File: src/rtl/alu_pkg.sv
// Shared ALU definitions: operation encoding, RV32I opcodes and the decoded-instruction record.
package alu_pkg;

    typedef enum logic [3:0] {
        ALU_ADD  = 4'd0,
        ALU_SUB  = 4'd1,
        ALU_SLL  = 4'd2,
        ALU_SLT  = 4'd3,
        ALU_SLTU = 4'd4,
        ALU_XOR  = 4'd5,
        ALU_SRL  = 4'd6,
        ALU_SRA  = 4'd7,
        ALU_OR   = 4'd8,
        ALU_AND  = 4'd9
    } alu_op_e;

    localparam logic [6:0] OPC_OP     = 7'b0110011;
    localparam logic [6:0] OPC_OP_IMM = 7'b0010011;
    localparam logic [6:0] OPC_LUI    = 7'b0110111;
    localparam logic [6:0] OPC_AUIPC  = 7'b0010111;
    localparam logic [6:0] OPC_LOAD   = 7'b0000011;
    localparam logic [6:0] OPC_STORE  = 7'b0100011;
    localparam logic [6:0] OPC_JAL    = 7'b1101111;
    localparam logic [6:0] OPC_JALR   = 7'b1100111;

    localparam logic [6:0] F7_BASE = 7'h00;
    localparam logic [6:0] F7_ALT  = 7'h20;

    typedef enum logic [1:0] {
        SEL_A_RS1,
        SEL_A_PC,
        SEL_A_ZERO
    } sel_a_e;

    typedef enum logic [0:0] {
        SEL_B_RS2,
        SEL_B_IMM
    } sel_b_e;

    typedef struct packed {
        alu_op_e     alu_op;
        sel_a_e      sel_a;
        sel_b_e      sel_b;
        logic [31:0] imm;
        logic [4:0]  rd;
        logic        rd_we;
        logic        illegal;
    } decode_t;

    // alt selects SUB/SRA, i.e. instr[30] on the funct7 = 0x20 encodings
    function automatic alu_op_e funct3_op(input logic [2:0] funct3, input logic alt);
        alu_op_e op;
        case (funct3)
            3'b000:  op = alt ? ALU_SUB : ALU_ADD;
            3'b001:  op = ALU_SLL;
            3'b010:  op = ALU_SLT;
            3'b011:  op = ALU_SLTU;
            3'b100:  op = ALU_XOR;
            3'b101:  op = alt ? ALU_SRA : ALU_SRL;
            3'b110:  op = ALU_OR;
            default: op = ALU_AND;
        endcase
        return op;
    endfunction

endpackage

File: src/rtl/alu_op_decode.sv
// Combinational RV32I decode into ALU operation, operand selects and writeback info.
module alu_op_decode
    import alu_pkg::*;
(
    input  logic [31:0] instr_i,
    output decode_t     dec_o
);

    logic [6:0]  opcode;
    logic [2:0]  funct3;
    logic [6:0]  funct7;
    logic [31:0] imm_i;
    logic [31:0] imm_s;
    logic [31:0] imm_u;
    logic        legal;

    assign opcode = instr_i[6:0];
    assign funct3 = instr_i[14:12];
    assign funct7 = instr_i[31:25];
    assign imm_i  = {{20{instr_i[31]}}, instr_i[31:20]};
    assign imm_s  = {{20{instr_i[31]}}, instr_i[31:25], instr_i[11:7]};
    assign imm_u  = {instr_i[31:12], 12'b0};

    always_comb begin
        dec_o         = '0;
        dec_o.alu_op  = ALU_ADD;
        dec_o.sel_a   = SEL_A_ZERO;
        dec_o.sel_b   = SEL_B_IMM;
        dec_o.rd      = instr_i[11:7];
        legal         = 1'b1;

        unique case (opcode)
            OPC_OP: begin
                dec_o.sel_a = SEL_A_RS1;
                dec_o.sel_b = SEL_B_RS2;
                dec_o.rd_we = 1'b1;
                if (funct7 == F7_BASE ||
                    (funct7 == F7_ALT && (funct3 == 3'b000 || funct3 == 3'b101))) begin
                    dec_o.alu_op = funct3_op(funct3, funct7[5]);
                end else begin
                    legal = 1'b0;
                end
            end
            OPC_OP_IMM: begin
                dec_o.sel_a = SEL_A_RS1;
                dec_o.rd_we = 1'b1;
                if (funct3 == 3'b001 || funct3 == 3'b101) begin
                    dec_o.imm = {27'b0, instr_i[24:20]};
                    if (funct7 == F7_BASE || (funct7 == F7_ALT && funct3 == 3'b101)) begin
                        dec_o.alu_op = funct3_op(funct3, funct7[5]);
                    end else begin
                        legal = 1'b0;
                    end
                end else begin
                    dec_o.imm    = imm_i;
                    dec_o.alu_op = funct3_op(funct3, 1'b0);
                end
            end
            OPC_LUI: begin
                dec_o.imm   = imm_u;
                dec_o.rd_we = 1'b1;
            end
            OPC_AUIPC: begin
                dec_o.sel_a = SEL_A_PC;
                dec_o.imm   = imm_u;
                dec_o.rd_we = 1'b1;
            end
            OPC_LOAD: begin
                dec_o.sel_a = SEL_A_RS1;
                dec_o.imm   = imm_i;
                dec_o.rd_we = 1'b1;
            end
            OPC_STORE: begin
                dec_o.sel_a = SEL_A_RS1;
                dec_o.imm   = imm_s;
            end
            OPC_JAL, OPC_JALR: begin
                dec_o.sel_a = SEL_A_PC;
                dec_o.imm   = 32'd4;
                dec_o.rd_we = 1'b1;
            end
            default: legal = 1'b0;
        endcase

        if (!legal) begin
            dec_o.alu_op  = ALU_ADD;
            dec_o.sel_a   = SEL_A_ZERO;
            dec_o.sel_b   = SEL_B_IMM;
            dec_o.imm     = '0;
            dec_o.rd_we   = 1'b0;
            dec_o.illegal = 1'b1;
        end
        if (dec_o.rd == 5'd0) begin
            dec_o.rd_we = 1'b0;
        end
    end

endmodule

File: src/rtl/alu_issue_stage.sv
// Issue stage: decodes an instruction, muxes ALU operands and holds them in a one-entry valid/ready register.
module alu_issue_stage
    import alu_pkg::*;
#(
    parameter int DATA_WIDTH = 32,
    parameter int OP_WIDTH   = 4
) (
    input  logic                  clk_i,
    input  logic                  rst_ni,
    input  logic                  flush_i,
    input  logic                  valid_i,
    output logic                  ready_o,
    input  logic [31:0]           instr_i,
    input  logic [DATA_WIDTH-1:0] pc_i,
    input  logic [DATA_WIDTH-1:0] rs1_data_i,
    input  logic [DATA_WIDTH-1:0] rs2_data_i,
    output logic                  valid_o,
    input  logic                  ready_i,
    output logic [OP_WIDTH-1:0]   alu_op_o,
    output logic [DATA_WIDTH-1:0] operand_a_o,
    output logic [DATA_WIDTH-1:0] operand_b_o,
    output logic [4:0]            rd_addr_o,
    output logic                  rd_we_o,
    output logic                  illegal_o
);

    decode_t dec;

    logic                  load;
    logic                  valid_q, valid_d;
    logic [OP_WIDTH-1:0]   alu_op_q, alu_op_d;
    logic [DATA_WIDTH-1:0] operand_a_q, operand_a_d;
    logic [DATA_WIDTH-1:0] operand_b_q, operand_b_d;
    logic [4:0]            rd_addr_q, rd_addr_d;
    logic                  rd_we_q, rd_we_d;
    logic                  illegal_q, illegal_d;

    alu_op_decode u_decode (
        .instr_i (instr_i),
        .dec_o   (dec)
    );

    // Accept whenever the held entry leaves this cycle, so full throughput has no bubble
    assign ready_o = !valid_q || ready_i;
    assign load    = valid_i && ready_o && !flush_i;

    always_comb begin
        valid_d = valid_q;
        if (flush_i) begin
            valid_d = 1'b0;
        end else if (load) begin
            valid_d = 1'b1;
        end else if (ready_i) begin
            valid_d = 1'b0;
        end
    end

    always_comb begin
        alu_op_d    = alu_op_q;
        operand_a_d = operand_a_q;
        operand_b_d = operand_b_q;
        rd_addr_d   = rd_addr_q;
        rd_we_d     = rd_we_q;
        illegal_d   = illegal_q;
        if (load) begin
            alu_op_d  = OP_WIDTH'(dec.alu_op);
            rd_addr_d = dec.rd;
            rd_we_d   = dec.rd_we;
            illegal_d = dec.illegal;
            case (dec.sel_a)
                SEL_A_RS1: operand_a_d = rs1_data_i;
                SEL_A_PC:  operand_a_d = pc_i;
                default:   operand_a_d = '0;
            endcase
            case (dec.sel_b)
                SEL_B_RS2: operand_b_d = rs2_data_i;
                default:   operand_b_d = DATA_WIDTH'(dec.imm);
            endcase
        end
    end

    always_ff @(posedge clk_i or negedge rst_ni) begin
        if (!rst_ni) begin
            valid_q     <= 1'b0;
            alu_op_q    <= '0;
            operand_a_q <= '0;
            operand_b_q <= '0;
            rd_addr_q   <= '0;
            rd_we_q     <= 1'b0;
            illegal_q   <= 1'b0;
        end else begin
            valid_q     <= valid_d;
            alu_op_q    <= alu_op_d;
            operand_a_q <= operand_a_d;
            operand_b_q <= operand_b_d;
            rd_addr_q   <= rd_addr_d;
            rd_we_q     <= rd_we_d;
            illegal_q   <= illegal_d;
        end
    end

    assign valid_o     = valid_q;
    assign alu_op_o    = alu_op_q;
    assign operand_a_o = operand_a_q;
    assign operand_b_o = operand_b_q;
    assign rd_addr_o   = rd_addr_q;
    assign rd_we_o     = rd_we_q;
    assign illegal_o   = illegal_q;

endmodule
File: config.mk
export PLATFORM = sky130hd
export DESIGN_NAME = alu_issue_stage
export DESIGN_NICKNAME = d
export VERILOG_FILES = /design/src/rtl/alu_pkg.sv /design/src/rtl/alu_op_decode.sv /design/src/rtl/alu_issue_stage.sv
export SDC_FILE = /design/constraint.sdc
export NUM_CORES = 1
export LEC_CHECK = 0
export ABC_CLOCK_PERIOD_IN_PS = 2900
export CORE_ASPECT_RATIO = 2
export CORE_MARGIN = 2
export CORE_UTILIZATION = 44
export CTS_BUF_LIST = sky130_fd_sc_hd__clkbuf_4
export DETAILED_ROUTE_END_ITERATION = 7
export PLACE_DENSITY = 0.88
export SYNTH_ARGS = -nofsm -noshare
export SYNTH_HDL_FRONTEND = slang
export SYNTH_SLANG_ARGS = --single-unit
File: constraint.sdc
create_clock -name clk_i -period 2.9 [get_ports clk_i]
set_input_delay 0.58 -clock clk_i [delete_from_list [all_inputs] [get_ports clk_i]]
set_output_delay 0.58 -clock clk_i [all_outputs]
set_load 0.01 [all_outputs]
==> results.ini, run 1 <==
[status]
status=finished clean

[worst_hold_path]
hp-class=input pin to async pin

[power]
leakage_nw=2.472
vdd_drop_max_mv=0.2768
cellPowerDensity_nw_per_um2=369.8

[clock_tree]
ctsHtreeMaxLevel=3
hold_buffers=0
cts_tree=done
path_clk_slew_ns=0.13
clockBufferDepth=2
numCtsBuffers=9
cts-resized-gates=0
cts-root-buf=clkbuf_4
clk_latency_ns=0.43
postCtsSetupBuffers=0
clock-sinks=76

[route]
num_vias=4505
drc=0
dr.pass1.iters=5
drtIter0Drc=312
wl_per_cell_um=19.36
postRouteAntennaNets=0
wl_mm=14.62
vias_per_cell=5.967

[logic_synthesis]
yosysMostFrequentCell=nand2_1
ys_seq_area_frac=0.4716
ys_warn_count=0
yosysUniqueCellTypes=44
synthTopCellsByArea=dfrtp_1 47%, nand2_1 9.3%, a21boi_0 6.0%
ys_ff_latch=76
synthCells=447
synth_top_flop_cell=dfrtp_1
synth_edf_count=0
synth_top_area_frac=0.4716
synth_nets=580
synth_common_cells=100 x nand2_1, 76 x dfrtp_1, 39 x nor2_1
synth_area_um2=4033
yosysTopAreaCell=dfrtp_1
async_reset_ff_frac=1.000
syn_avg_cell_area_um2=9.022

[timing]
rsz0062_at_grt=false
drv_slew=0
period_minus_slack_ns=2.430
max_freq_mhz=411.5
fin_crit_sh=0.8381
worst_pin_slew_ns=0.9962
relSlewSlack=0.3359
hold_violations=0
setup_viol=0
fin_skew_ns=0.01222
fin_ws_ns=0.4696
final.setup.tns_ns=0

[floorplan]
die_x_um=71.70
core_um2=8951
dieArea_um2=9994
fp.dieH_um=139.4
row_count=49
ios=210
initial_core_util=0.4505

[worst_setup_path]
cp-start-kind=input pin
crit_type=input pin to flop
worstPathRequired_ns=3.24
critPathMaxFanout=34
crit_arrival_ns=2.77
endpoint_kind=flop

[placed_design]
placed_cells=739
hpwl_mm=11.03
pre_cts_ws_ns=0.06218
gp_congestion=0.9515
place_area_um2=6295
numPortBuffers=209

[cells_and_area]
final_cells=755
multi_input_area_um2=1959
drive_gt1_frac=0.06595
area.growth.synth_to_final_pct=59.23
fillers=690
register_area_um2=1902
final_nets=781
post-route-util=0.7174
design_area_um2=6421

[grt]
grt_overflow=0
antenna_found_initial=1
grt_pass1_wl_mm=23.56
grt_max_degree=77
grt_usage=0.2984
grt_pass1_vias=4728

[job]
cap_violations=0

[routing by layer]
layer | wire, µm | global-route usage
met1 | 5070 | 0.3231
met2 | 7835 | 0.5224
met3 | 962 | 0.06445
met4 | 749 | 0.1668
met5 | 0 | 0
[sequential cells by signal, indices dropped and copies added (netlist names)]
name and cells:
alu_op_o 4, illegal_o 1, operand_a_o 32, operand_b_o 32
rd_addr_o 5, rd_we_o 1, valid_o 1
[report_power, final]
part / switching [mW] / internal (mW) / total (mW)
sequential: 0.0396 / 1.13 / 1.17
combinational: 0.240 / 0.342 / 0.582
clock: 0.373 / 0.252 / 0.625
total: 0.652 / 1.72 / 2.37
[critical path, stage by stage]
cell	delay [ns]
clkdlybuf4s50_1	0.49
or3_1	0.52
nor3_1	0.34
a31o_1	0.29
buf_12	0.22
o211ai_1	0.12
a22oi_1	0.19
[final cells by class]
cell class / instances / share of cell area
Inverter: 3 / 0.001754
Clock buffer: 9 / 0.01052
Clock inverter: 6 / 0.008769
Multi-Input combinational cell: 330 / 0.3051
Antenna cell: 1 / 0.0003897
Timing Repair Buffer: 228 / 0.3574
Tap cell: 102 / 0.01988
Sequential cell: 76 / 0.2962
[path summary, 6_finish.rpt]
check	start	endpoint	slack (ns)	cells past startpoint
min in group clk_i	rd_we_o$_DFFE_PN0P_	rd_we_o$_DFFE_PN0P_	0.49	2
setup reg to reg	valid_o$_DFFE_PN0P_	operand_b_o[19]$_DFFE_PN0P_	0.80	5
hold reg to reg	rd_we_o$_DFFE_PN0P_	rd_we_o$_DFFE_PN0P_	0.49	2
max in group asynchronous	rst_ni	operand_a_o[31]$_DFFE_PN0P_	1.93	1
hold / removal	rst_ni	operand_a_o[17]$_DFFE_PN0P_	0.27	1
setup / recovery	instr_i[6]	operand_a_o[13]$_DFFE_PN0P_	0.47	7
[cells by family after synthesis]
kind of cell | after synthesis | synth area share
AOI/OAI and AO/OA | 159 | 0.2975
buffers and inverters | 41 | 0.04623
muxes | 2 | 0.004965
DFF | 76 | 0.4716
xor gates and xnor gates | 2 | 0.004345
and+or+nand+nor | 167 | 0.1753
[layout by cell type, fill, tap and decap left out, drive strengths merged, types with 2 or more instances in the layout]
master         synthesis  layout
clkbuf                21       9
a221oi                 8       8
clkinv                 0       5
a22o                   7       7
inv                    3       3
a21o                   3       3
nand2                100     100
nand4                  2       2
nand2b                 2       2
buf                   17      20
a31oi                 19      19
and3                   2       2
a32oi                  4       4
a21boi                32      32
nand3                  3       3
nor3                   4       4
a22oi                 32      32
mux2i                  2       2
nor2                  39      39
clkdlybuf4s50          0     208
o211ai                32      32
a21oi                  3       3
and2                   3       3
nor2b                  6       6
o21ai                 12      12
dfrtp                 76      76
[through the flow]
step           hold slack, ns  total power [mW]
6_report               0.2718             2.374
5_1_grt                0.3147             2.476
4_1_cts                0.3075             2.391
3_5_place_dp           0.4648             1.770
3_3_place_gp           0.4539             1.755
2_1_floorplan          0.2844             1.353
Power figures use the tool's default switching activity.
==> run 2: changes to the inputs <==
--- a/config.mk
+++ b/config.mk
@@ -5,13 +5,13 @@
 export SDC_FILE = /design/constraint.sdc
 export NUM_CORES = 1
 export LEC_CHECK = 0
-export ABC_CLOCK_PERIOD_IN_PS = 2900
+export ABC_CLOCK_PERIOD_IN_PS = 2000
 export CORE_ASPECT_RATIO = 2
 export CORE_MARGIN = 2
-export CORE_UTILIZATION = 44
+export CORE_UTILIZATION = 37
 export CTS_BUF_LIST = sky130_fd_sc_hd__clkbuf_4
 export DETAILED_ROUTE_END_ITERATION = 7
-export PLACE_DENSITY = 0.88
+export PLACE_DENSITY = 0.79
 export SYNTH_ARGS = -nofsm -noshare
 export SYNTH_HDL_FRONTEND = slang
 export SYNTH_SLANG_ARGS = --single-unit
==> constraint.sdc (replaced) <==
create_clock -name clk_i -period 2 [get_ports clk_i]
set_input_delay 0.4 -clock clk_i [delete_from_list [all_inputs] [get_ports clk_i]]
set_output_delay 0.4 -clock clk_i [all_outputs]
set_load 0.01 [all_outputs]
==> run 2 against run 1 <==
Effect of this change: via count rose by 1.7%; clock-buffer cell count did not move; non-clock buffer count rose by 51; first-iteration DRC count fell by 21%; clock skew rose by 0.0026 ns; clock power rose by 71%; setup slack got worse by 0.45 ns; combinational power rose by 56%; worst hold slack improved by 0.20 ns; largest cell class unchanged; total power rose by 54%; sequential power rose by 44%; sequential cell count did not move.
==> results.ini, run 2 (synthesis results as in run 1) <==
[status]
status=finished clean

[route]
vias_per_cell=5.427  ; -9.1%
num_vias=4580  ; +1.7%
drtIter0Drc=248  ; -21%
wl_per_cell_um=18.00  ; -7.0%
drc=0  ; unchanged
postRouteAntennaNets=0  ; unchanged
wl_mm=15.19  ; +3.9%
dr.pass1.iters=4  ; -1

[clock_tree]
cts-root-buf=clkbuf_4
numCtsBuffers=9  ; unchanged
ctsHtreeMaxLevel=3  ; unchanged
path_clk_slew_ns=0.13  ; about the same
cts_tree=done
clockBufferDepth=2  ; unchanged
clk_latency_ns=0.42  ; about the same
clock-sinks=76  ; unchanged

[placed_design]
numPortBuffers=209  ; unchanged
place_area_um2=6641  ; +5.5%
placed_cells=809  ; +9.5%
hpwl_mm=10.21  ; -7.4%
gp_congestion=0.8601  ; -9.6%

[floorplan]
die_x_um=77.82  ; +8.5%
row_count=54  ; +10%
initial_core_util=0.3754  ; -0.07514
core_um2=10740  ; +20%
dieArea_um2=11800  ; +18%
ios=210  ; unchanged
fp.dieH_um=151.6  ; +8.8%

[cells_and_area]
antennaDiodeCount=0  ; -1
design_area_um2=7268  ; +13%
final_nets=832  ; +6.5%
drive_gt1_frac=0.1761  ; +0.1102
final_common_cell=clkdlybuf4s50_1
layout_common_cells=198 x clkdlybuf4s50_1, 100 x nand2_1, 76 x dfrtp_1
area.growth.synth_to_final_pct=80.24
final_cells=844  ; +12%

[timing]
relSlewSlack=0.6528  ; +0.3169
fin_skew_ns=0.01485  ; +0.002627 ns
max_freq_mhz=503.7
rsz0062_at_grt=true
hold_violations=0  ; unchanged
drv_slew=0  ; unchanged
setup_viol=0  ; unchanged
worst_pin_slew_ns=0.5208  ; -0.4754 ns
period_minus_slack_ns=1.985
fin_crit_sh=0.9927

[worst_setup_path]
crit_arrival_ns=2.32  ; -0.45 ns
endpoint_kind=flop
cp-start-kind=input pin
worstPathRequired_ns=2.34  ; -0.90 ns
critPathMaxFanout=8  ; -76%
r2r_slack_ns=0.11  ; -0.69 ns
crit_type=input pin to flop

[power]
cellPowerDensity_nw_per_um2=504.6  ; +36%
leakage_nw=2.874  ; +16%
vdd_drop_max_mv=0.3834  ; +39%

[grt]
grt_pass1_wl_mm=23.46  ; -0.41%
antenna_found_initial=0  ; -1
grt_overflow=0  ; unchanged
grt_usage=0.2523  ; -0.04611
grt_max_degree=39  ; -49%
grt_pass1_vias=4541  ; -4.0%

[worst_hold_path]
hp-class=input pin to flop

[job]
cap_violations=0  ; unchanged

-- run 2: changes by cell type in the layout (fill, tap and decap cells not counted), sizes merged --
cell           previous run  this run
buf                      20        69
clkdlybuf4s50           208       198
dlymetal6s2s              0         5
dlygate4sd2               0         3
clkdlybuf4s15             0         2
bufinv                    1         2
clkbuf                    9        10
clkinv                    5         4
clkinvlp                  0         1
diode                     1         0
dlygate4sd3               0         1
-- run 2: final timing paths --
path	start	endpoint	depth (start not counted)
worst max-delay path	instr_i[26]	operand_a_o[3]$_DFFE_PN0P_	9
worst min-delay path	instr_i[27]	operand_b_o[27]$_DFFE_PN0P_	4
worst max register to register	valid_o$_DFFE_PN0P_	operand_a_o[3]$_DFFE_PN0P_	9
worst min register to register	rd_we_o$_DFFE_PN0P_	rd_we_o$_DFFE_PN0P_	2
max in group asynchronous	rst_ni	operand_a_o[22]$_DFFE_PN0P_	3
min in group asynchronous	rst_ni	operand_b_o[30]$_DFFE_PN0P_	2
-- run 2: repair_timing --
item,in CTS,in global routing
hold buffers,1,0
gates resized for setup,23,41
pin swaps,6,8
gates cloned,5,1
hold endpoints to repair,36,0
setup endpoints to repair,51,48
buffers inserted,7,5
-- run 2: per-stage QoR --
step	power [mW]	TNS, ns	setup WS, ns	hold WS [ns]	utilization
floorplan	1.962	0	0.00002176	0.1044	-
global placement	2.592	-31.94	-0.5496	0.4004	0.6182
detailed placement	2.603	-36.85	-0.6701	0.4050	0.6182
CTS	3.683	0	0.009439	0.4614	0.6557
global route	3.826	-0.06063	-0.01958	0.4588	0.6766
finish	3.667	0	0.01458	0.4713	0.6766
-- run 2: final cells by class --
class                           count  area [µm²]
Clock buffer                        9       67.56
Clock inverter                      7       91.34
Fill cell                         837        3475
Inverter                            3       11.26
Multi-Input combinational cell    330        2135
Sequential cell                    76        1902
Tap cell                          140       175.2
Timing Repair Buffer              279        2887
-- run 2: report_power, final --
group	internal [mW]	switching, mW
sequential	1.64	0.0520
combinational	0.547	0.362
clock	0.502	0.568
-- run 2: worst max-delay path, cell delays in order --
cell and delay [ns]:
dlygate4sd2_1 0.25, or4_4 0.54, nor3_4 0.21, a31o_1 0.24, buf_6 0.12, o21ai_4 0.08
buf_6 0.14, buf_8 0.13, a22oi_2 0.19
-- run 2: routing by layer --
metal  track usage  vias to the layer above  part of all wire
met5             0                        -                 0
met4       0.07589                        0             0.014
met3       0.06398                       19             0.085
met2        0.4078                      236              0.49
met1        0.3328                     2183              0.41
li1              -                     2142                 -
